**src/rtl/move_query_scheduler_if.sv**
```systemverilog
// Bundle between the move-query scheduler, its requesters and the map RAM.
// Latency: n/a (wires only).
// Backpressure: none; the requester side holds req level until done carries its id.
// Ports: req/pos_* come from the movement controllers, map_* go to and from the map RAM,
//        and busy/done/done_id/valid_moves return the result.
// Modports: slave = scheduler side; master = requester + RAM side.
interface move_query_scheduler_if #(
  parameter int NUM_REQ = 5,
  parameter int ID_W    = 3,
  parameter int ADDR_W  = 11
);
  logic [NUM_REQ-1:0]    req;
  logic [NUM_REQ*11-1:0] pos_x_flat;
  logic [NUM_REQ*10-1:0] pos_y_flat;
  logic                  map_rd_en;
  logic [ADDR_W-1:0]     map_addr;
  logic                  map_rd_data;
  logic                  busy;
  logic                  done;
  logic [ID_W-1:0]       done_id;
  logic [3:0]            valid_moves;

  modport slave (
    input  req, pos_x_flat, pos_y_flat, map_rd_data,
    output map_rd_en, map_addr, busy, done, done_id, valid_moves
  );

  modport master (
    output req, pos_x_flat, pos_y_flat, map_rd_data,
    input  map_rd_en, map_addr, busy, done, done_id, valid_moves
  );
endinterface

```
**src/rtl/move_query_scheduler.sv**
```systemverilog
// Round-robin shares the single-port map RAM among pacman and ghosts for valid-move lookups.
// Latency: req sampled in IDLE at cycle 0 -> done pulse at cycle 5+RAM_LAT.
// Backpressure: none; requesters hold req until done with their id, one query in flight.
// Ports: clk, rst (sync, active-high); bus (slave modport) carries req, pos_x_flat, pos_y_flat,
//        map_rd_en, map_addr, map_rd_data, busy, done, done_id, valid_moves.
module move_query_scheduler #(
  parameter int NUM_REQ    = 5,
  parameter int ID_W       = 3,
  parameter int TILE_SHIFT = 4,
  parameter int MAP_W      = 40,
  parameter int MAP_H      = 30,
  parameter int ADDR_W     = 11,
  parameter int RAM_LAT    = 1
) (
  input  logic                   clk,
  input  logic                   rst,
  move_query_scheduler_if.slave  bus
);

  typedef enum logic [1:0] {IDLE, ISSUE, WAIT, DONE} state_t;

  state_t            state_q, state_d;
  logic [ID_W-1:0]   rr_ptr_q;
  logic [ID_W-1:0]   gnt_id_q;
  logic [ID_W-1:0]   done_id_q;
  logic [10:0]       tile_x_q;
  logic [9:0]        tile_y_q;
  logic [1:0]        slot_q;
  logic [3:0]        acc_q;
  logic [3:0]        moves_q;
  logic [ADDR_W-1:0] addr_hold_q;

  // One entry per outstanding slot: issued flag, real-read flag and slot number,
  // delayed by RAM_LAT so the tail lines up with the RAM data.
  logic [RAM_LAT-1:0] pipe_vld_q;
  logic [RAM_LAT-1:0] pipe_rd_q;
  logic [1:0]         pipe_slot_q [RAM_LAT];

  // Round-robin search starting just after the last winner.
  logic            arb_found;
  logic [ID_W-1:0] arb_id;
  always_comb begin
    int idx;
    idx       = 0;
    arb_found = 1'b0;
    arb_id    = '0;
    for (int i = 1; i <= NUM_REQ; i++) begin
      idx = int'(rr_ptr_q) + i;
      if (idx >= NUM_REQ) idx = idx - NUM_REQ;
      if (!arb_found && bus.req[idx]) begin
        arb_found = 1'b1;
        arb_id    = ID_W'(idx);
      end
    end
  end

  logic [10:0] sel_x;
  logic [9:0]  sel_y;
  assign sel_x = bus.pos_x_flat[int'(arb_id)*11 +: 11];
  assign sel_y = bus.pos_y_flat[int'(arb_id)*10 +: 10];

  // Neighbour for the current slot; edge slots keep their cycle but never read.
  logic              off_map;
  logic              slot_edge;
  logic [ADDR_W-1:0] nb_x, nb_y;
  logic              slot_rd;
  logic [ADDR_W-1:0] slot_addr;

  assign off_map = (tile_x_q >= 11'(MAP_W)) || (tile_y_q >= 10'(MAP_H));

  always_comb begin
    slot_edge = 1'b0;
    nb_x      = ADDR_W'(tile_x_q);
    nb_y      = ADDR_W'(tile_y_q);
    case (slot_q)
      2'd0: begin
        slot_edge = (tile_x_q == 11'(MAP_W - 1));
        nb_x      = ADDR_W'(tile_x_q) + ADDR_W'(1);
      end
      2'd1: begin
        slot_edge = (tile_y_q == '0);
        nb_y      = ADDR_W'(tile_y_q) - ADDR_W'(1);
      end
      2'd2: begin
        slot_edge = (tile_y_q == 10'(MAP_H - 1));
        nb_y      = ADDR_W'(tile_y_q) + ADDR_W'(1);
      end
      default: begin
        slot_edge = (tile_x_q == '0);
        nb_x      = ADDR_W'(tile_x_q) - ADDR_W'(1);
      end
    endcase
  end

  assign slot_rd   = (state_q == ISSUE) && !off_map && !slot_edge;
  assign slot_addr = nb_y * ADDR_W'(MAP_W) + nb_x;

  // Capture at the pipe tail; suppressed slots leave their cleared bit at 0.
  logic       tail_vld;
  logic       tail_rd;
  logic [1:0] tail_slot;
  logic       last_cap;
  logic [3:0] acc_next;

  assign tail_vld  = pipe_vld_q[RAM_LAT-1];
  assign tail_rd   = pipe_rd_q[RAM_LAT-1];
  assign tail_slot = pipe_slot_q[RAM_LAT-1];
  assign last_cap  = tail_vld && (tail_slot == 2'd3);

  always_comb begin
    acc_next = acc_q;
    if (tail_vld && tail_rd) acc_next[tail_slot] = ~bus.map_rd_data;
  end

  always_comb begin
    state_d = state_q;
    case (state_q)
      IDLE:    if (arb_found) state_d = ISSUE;
      ISSUE:   if (slot_q == 2'd3) state_d = WAIT;
      WAIT:    if (last_cap) state_d = DONE;
      default: state_d = IDLE;
    endcase
  end

  always_ff @(posedge clk) begin
    if (rst) begin
      state_q     <= IDLE;
      rr_ptr_q    <= ID_W'(NUM_REQ - 1);
      gnt_id_q    <= '0;
      done_id_q   <= '0;
      tile_x_q    <= '0;
      tile_y_q    <= '0;
      slot_q      <= '0;
      acc_q       <= '0;
      moves_q     <= '0;
      addr_hold_q <= '0;
      pipe_vld_q  <= '0;
      pipe_rd_q   <= '0;
      for (int i = 0; i < RAM_LAT; i++) pipe_slot_q[i] <= '0;
    end else begin
      state_q <= state_d;

      pipe_vld_q[0]  <= (state_q == ISSUE);
      pipe_rd_q[0]   <= slot_rd;
      pipe_slot_q[0] <= slot_q;
      for (int i = 1; i < RAM_LAT; i++) begin
        pipe_vld_q[i]  <= pipe_vld_q[i-1];
        pipe_rd_q[i]   <= pipe_rd_q[i-1];
        pipe_slot_q[i] <= pipe_slot_q[i-1];
      end

      if (state_q == IDLE && arb_found) begin
        gnt_id_q <= arb_id;
        rr_ptr_q <= arb_id;
        tile_x_q <= sel_x >> TILE_SHIFT;
        tile_y_q <= sel_y >> TILE_SHIFT;
        slot_q   <= '0;
        acc_q    <= '0;
      end else begin
        acc_q <= acc_next;
      end

      if (state_q == ISSUE) slot_q <= slot_q + 2'd1;
      if (slot_rd) addr_hold_q <= slot_addr;

      if (state_q == WAIT && last_cap) begin
        moves_q   <= acc_next;
        done_id_q <= gnt_id_q;
      end
    end
  end

  assign bus.map_rd_en   = slot_rd;
  assign bus.map_addr    = slot_rd ? slot_addr : addr_hold_q;
  assign bus.busy        = (state_q != IDLE);
  assign bus.done        = (state_q == DONE);
  assign bus.done_id     = done_id_q;
  assign bus.valid_moves = moves_q;

endmodule

```
**src/flat_wrapper.sv**
```systemverilog
// flat-port wrapper written by rule: the top's interface ports become plain ports
module move_query_scheduler_flat 
#(
  parameter int NUM_REQ    = 5,
  parameter int ID_W       = 3,
  parameter int TILE_SHIFT = 4,
  parameter int MAP_W      = 40,
  parameter int MAP_H      = 30,
  parameter int ADDR_W     = 11,
  parameter int RAM_LAT    = 1
)
  (clk, rst, bus_req, bus_pos_x_flat, bus_pos_y_flat, bus_map_rd_data, bus_map_rd_en, bus_map_addr, bus_busy, bus_done, bus_done_id, bus_valid_moves);
  move_query_scheduler_if #(.NUM_REQ(NUM_REQ), .ID_W(ID_W), .ADDR_W(ADDR_W)) bus_i ();
  input  logic clk;
  input  logic rst;
  input wire logic [$bits(bus_i.req)-1:0] bus_req;
  input wire logic [$bits(bus_i.pos_x_flat)-1:0] bus_pos_x_flat;
  input wire logic [$bits(bus_i.pos_y_flat)-1:0] bus_pos_y_flat;
  input wire logic [$bits(bus_i.map_rd_data)-1:0] bus_map_rd_data;
  output wire logic [$bits(bus_i.map_rd_en)-1:0] bus_map_rd_en;
  output wire logic [$bits(bus_i.map_addr)-1:0] bus_map_addr;
  output wire logic [$bits(bus_i.busy)-1:0] bus_busy;
  output wire logic [$bits(bus_i.done)-1:0] bus_done;
  output wire logic [$bits(bus_i.done_id)-1:0] bus_done_id;
  output wire logic [$bits(bus_i.valid_moves)-1:0] bus_valid_moves;
  assign bus_i.req = bus_req;
  assign bus_i.pos_x_flat = bus_pos_x_flat;
  assign bus_i.pos_y_flat = bus_pos_y_flat;
  assign bus_i.map_rd_data = bus_map_rd_data;
  assign bus_map_rd_en = bus_i.map_rd_en;
  assign bus_map_addr = bus_i.map_addr;
  assign bus_busy = bus_i.busy;
  assign bus_done = bus_i.done;
  assign bus_done_id = bus_i.done_id;
  assign bus_valid_moves = bus_i.valid_moves;
  move_query_scheduler #(.NUM_REQ(NUM_REQ), .ID_W(ID_W), .TILE_SHIFT(TILE_SHIFT), .MAP_W(MAP_W), .MAP_H(MAP_H), .ADDR_W(ADDR_W), .RAM_LAT(RAM_LAT)) u_core (.clk(clk), .rst(rst), .bus(bus_i));
endmodule
```
**config.mk**
```make
export PLATFORM = sky130hd
export DESIGN_NAME = move_query_scheduler_flat
export DESIGN_NICKNAME = d
export VERILOG_FILES = /design/src/rtl/move_query_scheduler_if.sv /design/src/rtl/move_query_scheduler.sv /design/src/flat_wrapper.sv
export SDC_FILE = /design/constraint.sdc
export NUM_CORES = 1
export LEC_CHECK = 0
export BUFFER_PORTS_ARGS = -buffer_cell sky130_fd_sc_hd__clkbuf_2
export CAP_MARGIN = 10
export CORE_UTILIZATION = 44
export CTS_BUF_LIST = sky130_fd_sc_hd__clkbuf_16
export DETAILED_ROUTE_END_ITERATION = 8
export GPL_TIMING_DRIVEN = 1
export HOLD_SLACK_MARGIN = 0.12
export PLACE_DENSITY = 0.79
export SLEW_MARGIN = 10
export SYNTH_ARGS = -nofsm -noshare
export SYNTH_HDL_FRONTEND = slang
export SYNTH_SLANG_ARGS = --single-unit
```
**constraint.sdc**
```tcl
create_clock -name clk -period 6 [get_ports clk]
set_clock_uncertainty 0.2 [all_clocks]
set_input_delay 0.6 -clock clk [delete_from_list [all_inputs] [get_ports clk]]
set_output_delay 0.6 -clock clk [all_outputs]
set_load 0.1 [all_outputs]
```
## After elaboration in Yosys (flattened, before gate mapping)

Memory sizes are Yosys's and may differ from the RTL's.
Cells that the tools add are included.

| operators by class | value |
|---|---|
| magnitude comparators | 14 |
| $mul | 3 |
| reduce and logical (&&, ||, !) cells | 28 |
| bitwise gates (word level) | 1 |
| shift-type cells | 2 |
| mux-type cells | 49 |
| eq/ne operators | 12 |
| $add $sub $neg | 16 |

Operators by type and width:

| operator | number |
|---|---|
| greater-or-equal comparator 32 x 4 -> 1 bit, second input constant | 5 |
| less-than comparator 32 x 5 -> 1 bit, second input constant | 5 |
| two-way mux 32 bit | 5 |
| subtractor 32 x 4 -> 32 bit, second input constant | 5 |
| variable part select 55 x 32 -> 11 bit | 1 |
| variable part select 50 x 32 -> 10 bit | 1 |
| case mux 11 bit (2 select lines) | 2 |
| two-way mux 1 bit | 20 |
| binary-select mux 1 bit (select 3 bit) | 5 |
| two-way mux 3 bit | 5 |
| two-way mux 2 bit | 6 |
| adder 11 bit | 1 |
| logical AND 1 bit | 11 |
| zero test 11 bit | 1 |
| multiplier 11 x 3 -> 8 bit, second input constant | 1 |
| two-way mux 11 bit | 1 |
| equality test 2 bit, second input constant | 5 |
| zero test 10 bit | 1 |
| adder 3 x 2 -> 4 bit, second input constant | 2 |
| adder 3 x 3 -> 4 bit, second input constant | 2 |
| adder 7 x 1 -> 8 bit, second input constant | 1 |
| subtractor 7 x 1 -> 8 bit, second input constant | 1 |
| adder 6 x 1 -> 7 bit, second input constant | 1 |
| equality test 7 x 6 -> 1 bit, second input constant | 1 |
| other kinds (24) | 36 |

| word-level totals | value |
|---|---|
| bits of input ports | 113 |
| word-level logic and storage cells | 138 |
| memory bits (writable) | 2 |
| output and inout port bits | 21 |
| memories | 1 |
| register bits after elaboration | 47 |

Memories:

| memory | words | bits a word | rd ports | clocked after Yosys merged registers in | wr ports | line | RTL |
|---|---|---|---|---|---|---|---|
| u_core.pipe_slot_q | 1 | 2 | 1 | 0 | 1 | move_query_scheduler.sv:37 | `logic [1:0] pipe_slot_q [RAM_LAT];` |

## Depth between registers and ports, before layout

Gate-level depths: netlist (run 1).

| depth | value |
|---|---|
| word-level depth | 22 |
| mapped depth | 18 |
| depth with buffers taken out | 17 |

## Worst setup path after synthesis (run 1)

OpenSTA, ideal clock, no wires.

| path | value |
|---|---|
| kind | reg2out |
| start point | register u_core.slot_q[0] |
| end point | output port bus_map_addr[10] |
| path slack | -0.204 ns |
| buffers on the path | 2 |
| required time | 5.200 ns |
| cell stages (with the launch flop) | 16 |
| arrival time | 5.404 ns |
| cells stage by stage | dfxtp_1 > inv_1 > ha_1 > clkbuf_1 > clkbuf_1 > a21oi_1 > a31oi_1 > ha_1 > ha_1 > fa_1 > ha_1 > a21oi_1 > o21bai_1 > a21oi_1 > xnor2_1 > o21ai_0 |

| between the ends | value |
|---|---|
| cells in the longest elaborated chain, start to end | 5 |
| elaborated cells on any way between the ends | 12 |
| those cells by class | add/sub: 1; mul: 1; eq/ne: 2; mux: 4; reduce/logical: 4 |

Ends and longest elaborated chain:

| item | line | RTL |
|---|---|---|
| start, declared | move_query_scheduler.sv:28 | `logic [1:0] slot_q;` |
| start signal, assigned | move_query_scheduler.sv:163 | `if (state_q == ISSUE) slot_q <= slot_q + 2'd1;` |
| equality test 2 bit, or another cell as far along | move_query_scheduler.sv:75 | `case (slot_q)` |
| case mux 11 bit (2 select lines), or another cell as far along | move_query_scheduler.sv:75 |  |
| multiplier 11 x 3 -> 8 bit, or another cell as far along | move_query_scheduler.sv:96 | `assign slot_addr = nb_y * ADDR_W'(MAP_W) + nb_x;` |
| adder 11 bit or logical AND 1 bit (tied branches) | move_query_scheduler.sv:96, move_query_scheduler.sv:95 |  |
| two-way mux 11 bit * | move_query_scheduler.sv:174 | `assign bus.map_addr = slot_rd ? slot_addr : addr_hold_q;` |
| end, declared | flat_wrapper.sv:21 | `output wire logic [$bits(bus_i.map_addr)-1:0] bus_map_addr;` |

Mark *: on every way between the ends. The rest lies on a longest branch, timed or not.

## Final worst setup path (run 1)

Ends and elaborated chain as after synthesis.

==> summary.log, run 1 <==
INFO  routing        post_detailed_routing_wire_length=12.7mm
INFO  routing        wl_per_cell=15.4um
INFO  place          final_replace_weighted_congestion=0.920
INFO  power_and_ir_drop clock_power_share=0.070
INFO  global_routing grt_antenna_before_repair=0
INFO  power_and_ir_drop ir_worst_vdd=0.000428V
INFO  run            max_cap_violations=0
INFO  yosys          synth-edff-count=0
INFO  place          hpwlAfterDp=9.59mm
INFO  clock_network  buffers_inserted_during_post_cts_setup_optimization=0
INFO  routing        drc_errors=0
INFO  critical_path  worst_endpoint_required_time=5.20ns
INFO  yosys          synthDominantCellAreaShare=0.190
INFO  place          numPortBuffers=93
INFO  run_status     run_status=completed
INFO  timing         finalSetupViolCount=0
INFO  global_routing groute.usage.overall=0.220
INFO  clock_network  root_buffer=sky130_fd_sc_hd__clkbuf_16
INFO  power_and_ir_drop power.sequential.fraction=0.134
INFO  die            dieArea=0.0117sqmm
INFO  yosys          synth.ff_latch_count=47
INFO  cells_and_area most_common_library_cell_in_the_layout_ignoring_fill_and_taps=sky130_fd_sc_hd__clkbuf_2
INFO  cells_and_area syn_to_final_growth=12.5%
INFO  die            fp-row-count=38
INFO  timing         final-max-slew-violation-count=0
INFO  die            core=0.0109sqmm
INFO  yosys          syn-instance-count=622
INFO  timing         tns=0ns
INFO  routing        vias=4884
INFO  global_routing vias_in_the_first_global_route=4440
INFO  place          placed_area=0.00543sqmm
INFO  critical_path  endpoint_kind=primary output
INFO  yosys          most_frequently_used_flop_master_after_synthesis=sky130_fd_sc_hd__dfxtp_1
INFO  global_routing grt_start_max_net_pins=35
INFO  timing         period_needed=5.25ns
INFO  routing        drt_iter0_markers=353
INFO  worst_hold_path worst_hold_path_type=register to register
INFO  yosys          postSynth.asyncResetShare=0
INFO  yosys          synth_top_area_cell=sky130_fd_sc_hd__dfxtp_1
INFO  cells_and_area layout_common_cells=sky130_fd_sc_hd__clkbuf_2, sky130_fd_sc_hd__dfxtp_1, sky130_fd_sc_hd__nor2_1
INFO  die            io_pins=134
INFO  routing        detail_route.first_pass.iterations=5
INFO  clock_network  clk_path_buf_depth=2
INFO  timing         setup_repair_after_global_routing_missed_its_margin=no
INFO  yosys          synthesis.area_per_instance=7.96squm
INFO  clock_network  worst_skew_pair.late_latency=0.29ns
INFO  critical_path  type_of_element_launching_the_critical_path=register
INFO  critical_path  timing.critical_path.arrival=4.45ns
INFO  clock_network  cts.reportedPaths.clkPinSlew=0.06ns
INFO  timing         final_min_period_over_clock_period=0.875
INFO  clock_network  clock_tree_from_tritoncts=yes
INFO  critical_path  maximum_fanout_count_along_the_critical_path=18
INFO  clock_network  cts_buf_count=5
INFO  critical_path  setup_crit_path_kind=register to primary output
INFO  cells_and_area diodes=0
INFO  die            chipWidth=108um
INFO  critical_path  ff2ff_setup_slack=1.38ns
INFO  timing         final_hold_viol_count=0
INFO  die            die_span_y=108um
INFO  power_and_ir_drop power.internal=1.68mW
INFO  yosys          ys_types=74
INFO  cells_and_area final_area=0.00557sqmm
INFO  power_and_ir_drop comb_power_share=0.796
INFO  clock_network  cts_resized=0
INFO  yosys          synth.yosys.warnings=0
INFO  routing        antenna_violating_nets_post_route=0
INFO  die            effective_utilization_at_floorplan=0.455
INFO  clock_network  clock-sinks=47
INFO  routing        routed_via_density=5.94
INFO  cells_and_area filler_cell_count=1030
INFO  clock_network  cts-htree-levels=2
INFO  yosys          seq_area_frac_synth=0.190
INFO  yosys          synth_fp_nets=781
INFO  timing         max_slew_margin=0.282
INFO  global_routing grt_pass1_wl=21.1mm
INFO  timing         max_slew.worst_pin.slew=1.08ns
INFO  yosys          synthesis.area=0.00495sqmm
INFO  clock_network  ctsHoldBuffers=0
INFO  global_routing grt-ovfl-total=0
INFO  cells_and_area num-nets-final=840
INFO  yosys          cell_types_with_the_largest_area_share_after_synthesis=sky130_fd_sc_hd__dfxtp_1, sky130_fd_sc_hd__ha_1, sky130_fd_sc_hd__mux2i_1, sky130_fd_sc_hd__nor3b_1, sky130_fd_sc_hd__a21oi_1
INFO  timing         max_freq=0.190GHz
INFO  cells_and_area layout-drive-gt1-share=0.195
INFO  power_and_ir_drop power.net_switching=2.09mW
INFO  power_and_ir_drop power.static_leakage=2.37nW
INFO  power_and_ir_drop power_density_cells=676mW/mm^2
INFO  power_and_ir_drop sw_frac_of_total=0.554
[cell families (layout without fill, tap and decap cells)]
logic type	count (synthesis)	in the layout	share of synthesized area
and+or+nand+nor	210	210	0.231
AOI/OAI and AO/OA	177	177	0.254
buffers and inverters	76	136	0.0675
muxes	52	52	0.112
DFF	47	47	0.190
adders and majority gates	46	46	0.121
xor gates and xnor gates	14	14	0.0248
[Yosys cell counts (all sizes together) (4+ instances only)]
master	number
a22o	6
o21bai	4
a211o	5
a21o	6
xnor2	11
nor3b	30
nand4	6
ha	43
or3	6
clkbuf	29
nor3	12
a32oi	14
nor2	46
mux2	9
mux2i	41
nand2	43
inv	29
and3	5
and2	5
nand3	9
buf	18
o211ai	17
a31oi	6
o21a	4
a21oi	38
nand2b	11
o22ai	10
o21ai	30
dfxtp	47
nor2b	24
a211oi	10
[sequential cells by signal, summed over array words and instances, names as in the netlist]
register                count
u_core.acc_q                4
u_core.addr_hold_q         11
u_core.bus.done_id          3
u_core.bus.valid_moves      4
u_core.gnt_id_q             3
u_core.pipe_rd_q            1
u_core.pipe_slot_q          2
u_core.pipe_vld_q           1
u_core.rr_ptr_q             1
u_core.slot_q               2
u_core.state_q              2
u_core.tile_x_q             7
u_core.tile_y_q             6
[power groups by stage]
stage                     Combinational, mW  Sequential, mW  Clock [mW]
final                                  3.00           0.504       0.263
after floorplan                        2.52           0.444           0
after CTS                              2.97           0.501       0.268
after detailed placement               2.95           0.507           0
after global placement                 2.86           0.502           0
after global routing                   3.25           0.519       0.282
[layer usage]
metal / vias to the layer above / share of wire / GRT usage
li1: 2412 / - / -
met4: 0 / 0.016 / 0.0538
met5: - / 0 / 0
met3: 21 / 0.067 / 0.0295
met1: 2253 / 0.45 / 0.299
met2: 198 / 0.46 / 0.364
[worst paths after layout]
path,start,end,depth (start not counted)
worst min-delay path,u_core.gnt_id_q[2],u_core.gnt_id_q[2],2
worst min register to register,u_core.gnt_id_q[2],u_core.gnt_id_q[2],2
worst max register to register,u_core.gnt_id_q[1],u_core.tile_x_q[1],12
worst max-delay path,u_core.slot_q[0],bus_map_addr[10],15
[area by class of cell]
| type | count | area (sq um) | share of cell area |
|---|---|---|---|
| repair buffers | 99 | 510 | 0.0917 |
| flip-flops and latches | 47 | 941 | 0.169 |
| inverters | 29 | 109 | 0.0195 |
| clock buffers | 5 | 125 | 0.0225 |
| well taps | 140 | 175 | 0.0315 |
| clock inverters | 3 | 12.5 | 0.00225 |
| multi-input cells | 499 | 3700 | 0.664 |
[worst max-delay path: stages (launching register included)]
cell and delay, ns:
sky130_fd_sc_hd__dfxtp_1 0.41, sky130_fd_sc_hd__inv_1 0.12, sky130_fd_sc_hd__ha_1 0.61, sky130_fd_sc_hd__a21oi_1 0.13
sky130_fd_sc_hd__a31oi_1 0.33, sky130_fd_sc_hd__ha_1 0.31, sky130_fd_sc_hd__ha_1 0.23, sky130_fd_sc_hd__fa_1 0.40
sky130_fd_sc_hd__a21o_1 0.19, sky130_fd_sc_hd__a21oi_1 0.17, sky130_fd_sc_hd__xnor2_1 0.09, sky130_fd_sc_hd__xnor2_1 0.22
sky130_fd_sc_hd__xnor2_1 0.17, sky130_fd_sc_hd__xnor2_1 0.11, sky130_fd_sc_hd__o21ai_1 0.18, sky130_fd_sc_hd__clkbuf_2 0.49
[through the flow]
stage / util / worst slack, ns / instances / power (mW) / hold slack, ns
2_1_floorplan: - / 0.0306 / 622 / 2.96 / 0.236
3_3_place_gp: 0.499 / 1.22 / 814 / 3.36 / 0.248
3_5_place_dp: 0.499 / 1.11 / 814 / 3.46 / 0.253
4_1_cts: 0.511 / 0.778 / 822 / 3.74 / 0.261
5_1_grt: 0.511 / 0.441 / 822 / 4.05 / 0.299
6_report: 0.511 / 0.747 / 822 / 3.77 / 0.258
Power figures use the tool's default switching activity.
==> run 2, diff against run 1 <==
--- a/config.mk
+++ b/config.mk
@@ -7,12 +7,14 @@
 export LEC_CHECK = 0
 export BUFFER_PORTS_ARGS = -buffer_cell sky130_fd_sc_hd__clkbuf_2
 export CAP_MARGIN = 10
-export CORE_UTILIZATION = 44
+export CELL_PAD_IN_SITES_DETAIL_PLACEMENT = 0
+export CELL_PAD_IN_SITES_GLOBAL_PLACEMENT = 1
+export CORE_UTILIZATION = 42
 export CTS_BUF_LIST = sky130_fd_sc_hd__clkbuf_16
 export DETAILED_ROUTE_END_ITERATION = 8
 export GPL_TIMING_DRIVEN = 1
 export HOLD_SLACK_MARGIN = 0.12
-export PLACE_DENSITY = 0.79
+export PLACE_DENSITY = 0.95
 export SLEW_MARGIN = 10
 export SYNTH_ARGS = -nofsm -noshare
 export SYNTH_HDL_FRONTEND = slang
==> run 2 against run 1 <==
  * Sequential power increased by 1%
  * Total power rose by 0.25%
  * Worst hold slack lost 0.0014 ns
  * Maximum frequency is 1.1% higher
  * Combinational power is 1% lower
  * Register-to-register slack better by 0.08 ns
  * Utilization decreased by 2.2 points
  * Non-clock buffer count grew 1
  * Sequential share of layout area fell by 0.12 points
  * Cell count increased by 0.36%
  * Critical path type unchanged
==> summary.log, run 2 (synthesis results as in run 1) <==
INFO  power_and_ir_drop power.net_switching=2.05mW
INFO  routing        antenna_violating_nets_post_route=0
INFO  clock_network  clk_path_buf_depth=2
INFO  place          place_inst=818
INFO  critical_path  endpoint_kind=primary output
INFO  timing         setup_repair_after_global_routing_missed_its_margin=no
INFO  timing         final_hold_viol_count=0
INFO  routing        post_detailed_routing_wire_length=12.5mm
INFO  cells_and_area flip_flop_count_of_the_largest_register_all_copies_and_words_added=11
INFO  critical_path  maximum_fanout_count_along_the_critical_path=18
INFO  critical_path  worst_r2r_endpoint=u_core.tile_y_q[1]
INFO  clock_network  ctsHoldBuffers=0
INFO  routing        drc_errors=0
INFO  routing        detail_route.first_pass.iterations=5
INFO  routing        routed_via_density=5.85
INFO  place          hpwlAfterDp=9.72mm
INFO  critical_path  crit_slowest_cell=sky130_fd_sc_hd__ha_1
INFO  cells_and_area filler_cell_count=1111
INFO  timing         final-max-slew-violation-count=0
INFO  routing        wl_per_cell=15.2um
INFO  power_and_ir_drop power.internal=1.72mW
INFO  critical_path  worst_endpoint_required_time=5.20ns
INFO  critical_path  ff2ff_setup_slack=1.46ns
INFO  clock_network  buffers_inserted_during_post_cts_setup_optimization=0
INFO  critical_path  crit_top_cell=sky130_fd_sc_hd__ha_1
INFO  critical_path  critPathCapture=bus_map_addr[10]
INFO  cells_and_area layout.cells.non_filler=825
INFO  die            effective_utilization_at_floorplan=0.432
INFO  routing        vias=4828
INFO  worst_hold_path min_path_cells=2
INFO  critical_path  crit-reg2reg-launch=u_core.gnt_id_q[0]
INFO  die            chipWidth=111um
INFO  cells_and_area layout_common_cells=sky130_fd_sc_hd__clkbuf_2, sky130_fd_sc_hd__dfxtp_1, sky130_fd_sc_hd__nor2_1
INFO  global_routing grt_start_max_net_pins=35
INFO  global_routing vias_in_the_first_global_route=4505
INFO  timing         max_freq=0.193GHz
INFO  power_and_ir_drop ir_worst_vdd=0.000526V
INFO  timing         tns=0ns
INFO  global_routing groute.usage.overall=0.202
INFO  clock_network  clock-sinks=47
INFO  clock_network  cts-htree-levels=2
INFO  place          numPortBuffers=93
INFO  power_and_ir_drop power.static_leakage=2.37nW
INFO  global_routing grt_antenna_before_repair=0
INFO  clock_network  cts.reportedPaths.clkPinSlew=0.06ns
INFO  power_and_ir_drop clock_power_share=0.080
INFO  cells_and_area layout_top_registers=u_core.addr_hold_q x11, u_core.tile_x_q x7, u_core.tile_y_q x6
INFO  cells_and_area syn_to_final_growth=13.3%
INFO  place          placement.setup.worst_slack=1.09ns
INFO  clock_network  cts_buf_count=5
INFO  die            fp-row-count=39
INFO  cells_and_area final-seq-area=941squm
INFO  timing         max_slew.worst_pin.slew=0.983ns
INFO  critical_path  critical_path.startpoint=u_core.slot_q[1]
INFO  cells_and_area post-route-util=0.489
INFO  cells_and_area combined_area_of_the_multi_input_logic_cells=0.00370sqmm
INFO  die            core=0.0115sqmm
INFO  power_and_ir_drop sw_frac_of_total=0.544
INFO  critical_path  timing.critical_path.cells=inv_1 -> ha_1 -> nor2_1 -> a21oi_1 -> ha_1 -> ha_1 -> fa_1 -> ha_1 -> a21oi_1 -> o21bai_1 -> a21oi_1 -> xnor2_1 -> o21ai_1 -> clkbuf_2
INFO  clock_network  worst_skew_pair.late_latency=0.28ns
INFO  place          final_replace_weighted_congestion=0.861
INFO  routing        drt_iter0_markers=362
INFO  clock_network  clock_tree_from_tritoncts=yes
INFO  critical_path  r2r.worst_path.cells=16
INFO  power_and_ir_drop power.sequential.fraction=0.135
INFO  timing         final_min_period_over_clock_period=0.866
INFO  global_routing grt-ovfl-total=0
INFO  die            dieArea=0.0122sqmm
INFO  timing         finalSetupViolCount=0
INFO  die            die_span_y=111um
INFO  cells_and_area largest-register=u_core.addr_hold_q
INFO  power_and_ir_drop comb_power_share=0.785
INFO  run            max_cap_violations=0
INFO  global_routing grt_pass1_wl=21.1mm
INFO  clock_network  root_buffer=sky130_fd_sc_hd__clkbuf_16
INFO  critical_path  setup_crit_path_kind=register to primary output
INFO  critical_path  timing.critical_path.arrival=4.39ns
INFO  critical_path  type_of_element_launching_the_critical_path=register
INFO  cells_and_area most_common_library_cell_in_the_layout_ignoring_fill_and_taps=sky130_fd_sc_hd__clkbuf_2
INFO  cells_and_area layout-drive-gt1-share=0.199
INFO  run_status     run_status=completed
INFO  cells_and_area diodes=0
INFO  timing         period_needed=5.19ns
INFO  critical_path  max_stage_delay=0.62ns
INFO  cells_and_area num-nets-final=841
INFO  die            io_pins=134
INFO  power_and_ir_drop power_density_cells=673mW/mm^2
INFO  timing         setup_slack=0.807ns
INFO  worst_hold_path worst_hold_path_type=register to register
INFO  timing         max_slew_margin=0.342
INFO  clock_network  cts_resized=0
-- run 2: cell count changes in the layout (fill, tap and decap cells not counted) --
cell                         delta
sky130_fd_sc_hd__o21ai_1        -1
sky130_fd_sc_hd__inv_1          -2
sky130_fd_sc_hd__bufinv_16      +1
sky130_fd_sc_hd__o21ai_2        +1
sky130_fd_sc_hd__buf_4          +1
sky130_fd_sc_hd__clkinv_2       -1
sky130_fd_sc_hd__clkinvlp_4     +1
-- run 2: cell type report --
class | count | area share
tap | 143 | 0.0319
sequential | 47 | 0.168
clock buffer | 5 | 0.0223
timing repair buffer | 100 | 0.0923
inverter | 29 | 0.0194
clock inverter | 2 | 0.00669
multi-input combinational | 499 | 0.660
-- run 2: how the worst min path moves through the flow --
stage / startpoint / endpoint
after floorplan: u_core.gnt_id_q[2] / u_core.gnt_id_q[2]
after global placement: u_core.gnt_id_q[2] / u_core.gnt_id_q[2]
after detailed placement: u_core.gnt_id_q[2] / u_core.gnt_id_q[2]
after CTS: u_core.gnt_id_q[2] / u_core.gnt_id_q[2]
after global routing: u_core.gnt_id_q[2] / u_core.gnt_id_q[2]
final: u_core.gnt_id_q[2] / u_core.gnt_id_q[2]
-- run 2: per-layer routing --
metal  wire length (um)  GRT usage  vias to the layer above  share of wire
met4                157     0.0373                        0          0.013
li1                   -          -                     2405              -
met2               5860      0.342                      157           0.47
met1               5900      0.275                     2252           0.47
met5                  0          0                        -              0
met3                633     0.0274                       14          0.050
-- run 2: power by group through the flow --
stage / combinational, mW / sequential [mW] / clock [mW]
2_1_floorplan: 2.52 / 0.444 / 0
3_3_place_gp: 2.87 / 0.507 / 0
3_5_place_dp: 2.95 / 0.512 / 0
4_1_cts: 2.96 / 0.504 / 0.309
5_1_grt: 3.23 / 0.521 / 0.321
6_report: 2.96 / 0.509 / 0.303
-- run 2: critical path: cells and delay by family, from the launching register on --
kind	cells	cell delay, ns
xor+xnor	1	0.08
flops	1	0.43
buf+inv	2	0.60
compound gates	5	0.97
simple gates	1	0.09
fa+ha+maj	5	1.94
-- run 2: metrics by stage --
stage | hold WS (ns) | total power [mW] | instance area (sq um)
2_1_floorplan | 0.236 | 2.96 | 4950
3_3_place_gp | 0.248 | 3.38 | 5440
3_5_place_dp | 0.250 | 3.46 | 5440
4_1_cts | 0.258 | 3.78 | 5610
5_1_grt | 0.300 | 4.07 | 5610
6_report | 0.257 | 3.78 | 5610
==> run 3, diff against run 2 <==
--- a/config.mk
+++ b/config.mk
@@ -15,6 +15,7 @@
 export GPL_TIMING_DRIVEN = 1
 export HOLD_SLACK_MARGIN = 0.12
 export PLACE_DENSITY = 0.95
+export SETUP_SLACK_MARGIN = 0.3
 export SLEW_MARGIN = 10
 export SYNTH_ARGS = -nofsm -noshare
 export SYNTH_HDL_FRONTEND = slang
==> constraint.sdc (replaced) <==
create_clock -name clk -period 6 [get_ports clk]
set_clock_uncertainty 0.2 [all_clocks]
set_input_delay 0.9 -clock clk [delete_from_list [all_inputs] [get_ports clk]]
set_output_delay 0.9 -clock clk [all_outputs]
set_load 0.1 [all_outputs]
==> run 3 against run 2 <==
  * Register-to-register slack better by 0.03 ns
  * Count of clock-buffer cells in the layout unchanged
  * Sequential cell count unchanged
  * Sequential power about the same
  * Critical path depth up 1
  * Combinational power about the same
  * Via count about the same
  * First-iteration DRC count down 15%
  * Non-clock buffer count up 2
  * Design area up 0.71%
  * Critical endpoint unchanged
  * Largest cell class unchanged
==> summary.log, run 3 (synthesis results as in run 1) <==
INFO  die            dieArea=0.0122sqmm
INFO  run_status     run_status=completed
INFO  routing        detail_route.first_pass.iterations=5
INFO  die            io_pins=134
INFO  die            fp-row-count=39
INFO  routing        drc_errors=0
INFO  critical_path  endpoint_kind=primary output
INFO  worst_hold_path min_path_cells=2
INFO  clock_network  cts.reportedPaths.clkPinSlew=0.06ns
INFO  critical_path  maximum_fanout_count_along_the_critical_path=9
INFO  critical_path  cp_num_buf_inv=2
INFO  cells_and_area filler_cell_count=1084
INFO  power_and_ir_drop comb_power_share=0.777
INFO  global_routing use_met1=0.262
INFO  global_routing met2_track_demand_over_resource=0.340
INFO  timing         period_needed=5.46ns
INFO  clock_network  root_buffer=sky130_fd_sc_hd__clkbuf_16
INFO  worst_hold_path holdPathEnd=u_core.gnt_id_q[2]
INFO  clock_network  ctsHoldBuffers=0
INFO  die            effective_utilization_at_floorplan=0.432
INFO  timing         setup_repair_after_global_routing_missed_its_margin=no
INFO  power_and_ir_drop ir_worst_vdd=0.000497V
INFO  timing         final_min_period_over_clock_period=0.910
INFO  clock_network  clk_path_buf_depth=2
INFO  power_and_ir_drop power_density_cells=681mW/mm^2
INFO  power_and_ir_drop power.internal=1.78mW
INFO  die            die_span_y=111um
INFO  cells_and_area layout_common_cells=sky130_fd_sc_hd__clkbuf_2, sky130_fd_sc_hd__dfxtp_1, sky130_fd_sc_hd__nor2_1
INFO  critical_path  timing.critical_path.cells=inv_1 -> ha_1 -> mux2i_1 -> a21oi_1 -> ha_1 -> ha_1 -> fa_1 -> a21o_1 -> a21oi_1 -> xnor2_1 -> xnor2_1 -> xnor2_1 -> xnor2_1 -> o21ai_1 -> clkbuf_2
INFO  clock_network  clock-sinks=47
INFO  timing         final-max-slew-violation-count=0
INFO  critical_path  setup_crit_path_kind=register to primary output
INFO  place          hpwlAfterDp=9.75mm
INFO  cells_and_area final_area=0.00565sqmm
INFO  timing         finalSetupViolCount=0
INFO  place          numPortBuffers=93
INFO  global_routing grt_start_max_net_pins=35
INFO  critical_path  r2r.worst_path.cells=14
INFO  power_and_ir_drop sw_frac_of_total=0.538
INFO  global_routing vias_in_the_first_global_route=4523
INFO  timing         tns=0ns
INFO  routing        antenna_violating_nets_post_route=0
INFO  routing        drt_iter0_markers=308
INFO  cells_and_area num-nets-final=843
INFO  critical_path  worst_r2r_endpoint=u_core.tile_y_q[2]
INFO  cells_and_area syn_to_final_growth=14.1%
INFO  power_and_ir_drop power.net_switching=2.07mW
INFO  timing         max_freq=0.183GHz
INFO  worst_hold_path worst_hold_path_type=register to register
INFO  cells_and_area diodes=0
INFO  routing        vias=4832
INFO  die            core=0.0115sqmm
INFO  global_routing grt-ovfl-total=0
INFO  cells_and_area layout-drive-gt1-share=0.201
INFO  cells_and_area most_common_library_cell_in_the_layout_ignoring_fill_and_taps=sky130_fd_sc_hd__clkbuf_2
INFO  power_and_ir_drop power.static_leakage=2.40nW
INFO  clock_network  cts-htree-levels=2
INFO  critical_path  ff2ff_setup_slack=1.49ns
INFO  global_routing grt_pass1_wl=20.9mm
INFO  place          placed_area=0.00546sqmm
INFO  global_routing groute.usage.overall=0.201
INFO  cells_and_area layout_top_registers=u_core.addr_hold_q x11, u_core.tile_x_q x7, u_core.tile_y_q x6
INFO  critical_path  critPathTopFamily=adder cells
INFO  power_and_ir_drop clock_power_share=0.090
INFO  critical_path  crit_top_cell=sky130_fd_sc_hd__xnor2_1
INFO  cells_and_area flip_flop_count_of_the_largest_register_all_copies_and_words_added=11
INFO  timing         final_hold_viol_count=0
INFO  critical_path  worst_endpoint_required_time=4.90ns
INFO  power_and_ir_drop power.sequential.fraction=0.132
INFO  routing        wl_per_cell=15.1um
INFO  critical_path  crit_slowest_cell=sky130_fd_sc_hd__dfxtp_1
INFO  critical_path  max_stage_delay=0.52ns
INFO  global_routing gr-max-usage-layer=met2
INFO  worst_hold_path worstHoldStart=u_core.gnt_id_q[2]
INFO  die            chipWidth=111um
INFO  global_routing gr-usage-met3=0.0351
INFO  routing        routed_via_density=5.84
INFO  clock_network  cts_buf_count=5
INFO  clock_network  clock_tree_from_tritoncts=yes
INFO  critical_path  type_of_element_launching_the_critical_path=register
INFO  critical_path  crit-reg2reg-launch=u_core.gnt_id_q[1]
INFO  clock_network  worst_skew_pair.late_latency=0.28ns
INFO  critical_path  timing.critical_path.arrival=4.36ns
INFO  global_routing grt_antenna_before_repair=0
INFO  routing        post_detailed_routing_wire_length=12.5mm
INFO  place          final_replace_weighted_congestion=0.895
INFO  cells_and_area largest-register=u_core.addr_hold_q
INFO  run            max_cap_violations=0
INFO  timing         max_slew_margin=0.360
INFO  timing         max_slew.worst_pin.slew=0.957ns
## run 3: worst max-delay path by stage
stage / from / to / slack [ns] / depth (start not counted)
after floorplan: u_core.slot_q[0] / bus_map_addr[10] / 0.26 / 15
after global placement: u_core.slot_q[0] / bus_map_addr[10] / 0.91 / 14
after detailed placement: u_core.slot_q[0] / bus_map_addr[10] / 0.81 / 15
after CTS: u_core.slot_q[0] / bus_map_addr[10] / 0.49 / 14
after global routing: u_core.tile_y_q[0] / bus_map_addr[10] / 0.31 / 14
final: u_core.tile_y_q[0] / bus_map_addr[10] / 0.54 / 15
## run 3: routing by layer
layer | share of wire | vias up
met5 | 0 | -
met4 | 0.017 | 0
met3 | 0.054 | 18
met2 | 0.48 | 160
met1 | 0.45 | 2236
li1 | - | 2418
## run 3: layout make-up
class                      count  area [sq um]  share of cell area
multi-input combinational    499          3700               0.655
sequential                    47           941               0.167
timing repair buffer         102           533              0.0944
tap                          143           179              0.0317
clock buffer                   5           125              0.0221
inverter                      29           109              0.0193
clock inverter                 3          63.8              0.0113
## run 3: metrics by stage
stage / hold WS [ns] / instances / util / total power, mW / setup WS, ns
2_1_floorplan: 0.236 / 622 / - / 2.97 / 0.262
3_3_place_gp: 0.251 / 820 / 0.476 / 3.39 / 0.911
3_5_place_dp: 0.256 / 820 / 0.476 / 3.47 / 0.807
4_1_cts: 0.264 / 828 / 0.492 / 3.84 / 0.486
5_1_grt: 0.310 / 828 / 0.493 / 4.13 / 0.306
6_report: 0.262 / 828 / 0.493 / 3.85 / 0.538
## run 3: timing repair
action                                  in CTS  in global routing
buffers inserted                             0                  0
endpoints found under the setup margin       0                  1
resized for setup                            0                  1
## run 3: power by group through the flow
stage / combinational (mW) / clock [mW] / sequential [mW]
floorplan: 2.52 / 0 / 0.444
global placement: 2.89 / 0 / 0.506
detailed placement: 2.96 / 0 / 0.511
CTS: 2.98 / 0.355 / 0.505
global route: 3.25 / 0.365 / 0.522
finish: 2.99 / 0.348 / 0.509
## run 3: worst min-delay path, stage by stage, from the launching register on
cell and delay (ns):
sky130_fd_sc_hd__dfxtp_1 0.31, sky130_fd_sc_hd__nand2_1 0.05, sky130_fd_sc_hd__a21oi_1 0.05
